`src/rtl/mem_arb.sv`:
```
// mem_arb: IF/LS arbiter for one synchronous-read memory, LS priority; data/store ack returns 2 cycles after grant.
// Returns cannot be stalled; a losing requester holds req. Optional IF anti-starvation via MEM_ARB_STARVE_GUARD_EN.
module mem_arb #(
  parameter int ADDR_W     = 32,
  parameter int DATA_W     = 32,
  parameter int STARVE_MAX = 4
) (
  input  logic              clk,
  input  logic              reset,
  input  logic              if_req,
  input  logic [ADDR_W-1:0] if_addr,
  input  logic              if_flush,
  output logic              if_gnt,
  output logic              if_valid,
  output logic [DATA_W-1:0] if_rdata,
  input  logic              ls_req,
  input  logic              ls_we,
  input  logic [ADDR_W-1:0] ls_addr,
  input  logic [DATA_W-1:0] ls_wdata,
  output logic              ls_gnt,
  output logic              ls_valid,
  output logic [DATA_W-1:0] ls_rdata,
  output logic              mem_en,
  output logic              mem_we,
  output logic [ADDR_W-1:0] mem_addr,
  output logic [DATA_W-1:0] mem_wdata,
  input  logic [DATA_W-1:0] mem_rdata
);

  logic w_force_if;
  logic w_if_gnt;
  logic w_ls_gnt;
  logic w_s1_if_live;
  logic w_unused_lsb;

  logic              r_s1_vld;
  logic              r_s1_ls;
  logic              r_s1_st;
  logic              r_if_vld;
  logic              r_ls_vld;
  logic [DATA_W-1:0] r_if_rdata;
  logic [DATA_W-1:0] r_ls_rdata;

`ifdef MEM_ARB_STARVE_GUARD_EN
  logic [2:0] r_starve_cnt;

  assign w_force_if = (r_starve_cnt == 3'(STARVE_MAX));

  always_ff @(posedge clk) begin
    if (reset || !if_req || w_if_gnt) begin
      r_starve_cnt <= 3'd0;
    end else if (!w_force_if) begin
      r_starve_cnt <= r_starve_cnt + 3'd1;
    end
  end
`else
  logic w_unused_starve;

  assign w_force_if      = 1'b0;
  assign w_unused_starve = |3'(STARVE_MAX);
`endif

  assign w_ls_gnt = !reset && ls_req && !(if_req && w_force_if);
  assign w_if_gnt = !reset && if_req && (!ls_req || w_force_if);

  assign if_gnt    = w_if_gnt;
  assign ls_gnt    = w_ls_gnt;
  assign mem_en    = w_if_gnt | w_ls_gnt;
  assign mem_we    = w_ls_gnt & ls_we;
  assign mem_wdata = (w_ls_gnt && ls_we) ? ls_wdata : '0;

  // Word-aligned: byte-offset bits are dropped, not trapped.
  always_comb begin
    mem_addr = '0;
    if (w_ls_gnt) begin
      mem_addr = {ls_addr[ADDR_W-1:2], 2'b00};
    end else if (w_if_gnt) begin
      mem_addr = {if_addr[ADDR_W-1:2], 2'b00};
    end
  end
  assign w_unused_lsb = ^{if_addr[1:0], ls_addr[1:0]};

  // An IF entry in stage 1 survives only if no flush arrives while its data is on mem_rdata.
  assign w_s1_if_live = r_s1_vld && !r_s1_ls && !if_flush;

  always_ff @(posedge clk) begin
    if (reset) begin
      r_s1_vld   <= 1'b0;
      r_s1_ls    <= 1'b0;
      r_s1_st    <= 1'b0;
      r_if_vld   <= 1'b0;
      r_ls_vld   <= 1'b0;
      r_if_rdata <= '0;
      r_ls_rdata <= '0;
    end else begin
      r_s1_vld <= (w_if_gnt && !if_flush) || w_ls_gnt;
      r_s1_ls  <= w_ls_gnt;
      r_s1_st  <= w_ls_gnt & ls_we;
      r_if_vld <= w_s1_if_live;
      r_ls_vld <= r_s1_vld & r_s1_ls;
      if (w_s1_if_live) begin
        r_if_rdata <= mem_rdata;
      end
      if (r_s1_vld && r_s1_ls && !r_s1_st) begin
        r_ls_rdata <= mem_rdata;
      end
    end
  end

  assign if_valid = r_if_vld;
  assign ls_valid = r_ls_vld;
  assign if_rdata = r_if_rdata;
  assign ls_rdata = r_ls_rdata;

endmodule

```
`config.mk`:
```
export PLATFORM = sky130hd
export DESIGN_NAME = mem_arb
export DESIGN_NICKNAME = d
export VERILOG_FILES = /design/src/rtl/mem_arb.sv
export SDC_FILE = /design/constraint.sdc
export NUM_CORES = 1
export LEC_CHECK = 0
export ABC_AREA = 1
export ABC_CLOCK_PERIOD_IN_PS = 990
export CORE_MARGIN = 1
export CORE_UTILIZATION = 31
export DETAILED_ROUTE_END_ITERATION = 8
export PLACE_DENSITY = 0.78
export SETUP_SLACK_MARGIN = 0.5
export SYNTH_ARGS = -nofsm -noshare
export SYNTH_HDL_FRONTEND = slang
export SYNTH_SLANG_ARGS = --single-unit
```
`constraint.sdc`:
```
create_clock -name clk -period 0.99 [get_ports clk]
set_clock_uncertainty 0.1 [all_clocks]
set_input_delay 0.198 -clock clk [delete_from_list [all_inputs] [get_ports clk]]
set_output_delay 0.198 -clock clk [all_outputs]
set_load 0.01 [all_outputs]
```
==> metrics.cfg <==
[run_status]
outcome=finished with violations
violations=negative setup slack

[clock_network]
clock_sinks=69
clk_latency_ns=0.33
cts_tree=yes
numCtsBuffers=9
cts_hold_buf=0
clockBufferDepth=2
clockRootBuffer=clkbuf_16
h-tree-depth=3
clk_pin_slew_worst_paths_ns=0.06

[die]
start_util_pct=32.28
placementRows=38
core_area_sq_um=11030
die_x_um=109.2
ios=268
dieArea_sq_um=11920
die_h_um=109.2

[route]
vias_per_cell=4.776
dr.pass1.iters=4
drc=0
routed-via-count=5153
drtAntennaViolNets=0
wl_mm=19.54
drtIter0Drc=283
wl_per_cell_um=18.11

[synthesis]
ys_types=17
synth_area_per_cell_sq_um=5.925
netlist_area_sq_um=3561
ys_seq_area_share_pct=38.79
netlist_instances=601
yosys_register_bits=69
yosys_warnings=0

[placement]
dpl.hpwl_mm=10.30
gp_congestion=0.8330
place_area_sq_um=6820
place.port_buffers=261

[sta]
drv_slew=0
finalCritPeriodShare_pct=166.6
setup_viol=197
grt_setup_unrepaired=true
fin_crit_ns=1.650
final-hold-violation-count=0
fin_ws_ns=-0.6595
timing.fmax_mhz=606.2

[global_routing]
first_global_vias=4687
grt_overflow_total=0
grt_pass1_wl_mm=24.52
track_usage_pct=27.78
antenna_found_initial=1
grt_max_degree=41

[layout]
layout.nets=1067
fin_area_sq_um=8934
drive_gt1_share_pct=57.57
syn2layout_area_growth_pct=150.9
fin_util_pct=80.99

[worst_setup_path]
crit_top_cell=buf_6
critPathCaptureType=primary output
crit_chain=buf_8, inv_6, nor2_4, buf_12, nand2_8, buf_6, buf_6, buf_8, buf_6, nor2_4, buf_6
worstPathArrival_ns=1.35
critPathMaxStageDelay_ns=0.16
crit_slowest_cell=nor2_4
crit_fanout=4
start_kind=input pin
cp.required_ns=0.69
worst-setup-path-type=input pin to primary output

[run]
drv_cap=0

[pwr]
power_density_nw_per_um2=1013
ir_drop_mv=0.9673
power_leakage_nw=4.478

[min_path]
holdCritPathClass=input pin to flip-flop

## cell families (layout without fill, tap and decap cells)
| group | count (synthesis) | after routing | synth area share [%] |
|---|---|---|---|
| AO/OA/AOI/OAI | 33 | 33 | 4.638 |
| flip-flops | 69 | 69 | 38.79 |
| buffers and inverters | 141 | 477 | 17.22 |
| other | 1 | 3 | 0.1053 |
| AND/OR/NAND/NOR | 357 | 357 | 39.25 |
## per-stage QoR
stage	worst slack [ns]	hold WS (ns)	setup TNS [ns]	instances	total power [mW]
after detailed placement	-1.244	0.3681	-136.66	998	5.113
after global routing	-0.6727	0.1566	-69.88	1078	9.382
after global placement	-1.223	0.3588	-136.73	998	5.098
after floorplan	-0.09157	0.1616	-6.791	602	3.925
after CTS	-0.6065	0.1417	-63.90	1068	8.623
final	-0.6595	0.1575	-66.85	1079	9.050
## layer usage
layer	track usage, %	up-vias	share of wire, %	wire length, um
met5	0	-	0	0
met4	13.43	0	5.8	1133
met3	6.993	77	6.0	1174
met2	50.04	244	53	10280
met1	30.15	2417	36	6955
li1	-	2415	-	-
## where the power goes
group	switching (mW)	internal, mW
combinational	1.34	1.60
clock	1.24	1.83
sequential	0.101	2.94
total	2.68	6.37
## cell type report
| type | count | area, sq um |
|---|---|---|
| inverter | 103 | 404.1 |
| clock buffer | 11 | 252.7 |
| fill | 661 | 2097 |
| multi-input combinational | 392 | 2625 |
| tap | 140 | 175.2 |
| sequential | 69 | 1469 |
| timing repair buffer | 358 | 3973 |
| clock inverter | 5 | 32.53 |
| antenna | 1 | 2.502 |
## worst max-delay path: cells and delay by family
kind,cells,cell delay [ns]
buf+inv,8,0.86
simple gates,3,0.29
## state kept, by name, indices dropped and copies added (netlist names)
name and cells:
r_s1_ls 1, if_rdata 32, ls_rdata 32, if_valid 1, ls_valid 1, r_s1_st 1
r_s1_vld 1
## repair_timing
action | 4_1_cts | 5_1_grt
endpoints found under the setup margin | 201 | 201
gates resized for setup | 783 | 215
cloned | 13 | 0
pin swaps | 11 | 85
buffers inserted | 41 | 10
## path summary, 6_finish.rpt
kind                startpoint           end  slack, ns  depth (start not counted)
setup / recovery        ls_req  mem_wdata[0]      -0.66                         11
hold reg to reg   if_rdata[30]  if_rdata[30]       0.38                          2
setup reg to reg       r_s1_ls   if_rdata[5]      -0.27                          5
hold / removal        if_flush      r_s1_vld       0.16                          3
## layout by cell type (no fill, tap or decap), drive strengths merged
cell / netlist / layout
clkdlybuf4s50: 0 / 122
clkinvlp: 0 / 1
dfxtp: 69 / 69
a21oi: 32 / 32
clkbuf: 3 / 11
buf: 35 / 232
clkinv: 0 / 2
conb: 1 / 2
inv: 103 / 105
nand2: 190 / 190
o21ai: 1 / 1
dlygate4sd2: 0 / 3
nor2: 133 / 133
dlymetal6s2s: 0 / 1
diode: 0 / 1
nand3: 34 / 34
## synth_stat cells
cell	n	area (sq um)
nand2_1	189	709.4
nor2_1	132	495.5
inv_1	101	379.1
dfxtp_1	69	1381
nand3_1	33	165.2
a21oi_1	32	160.2
buf_2	19	95.09
buf_4	10	75.07
buf_1	3	11.26
buf_6	3	33.78
clkbuf_1	3	11.26
inv_2	2	7.510
conb_1	1	3.750
nand2_2	1	6.260
nand3_2	1	10.01
nor2_4	1	11.26
o21ai_0	1	5.000
Power figures use the tool's default switching activity.
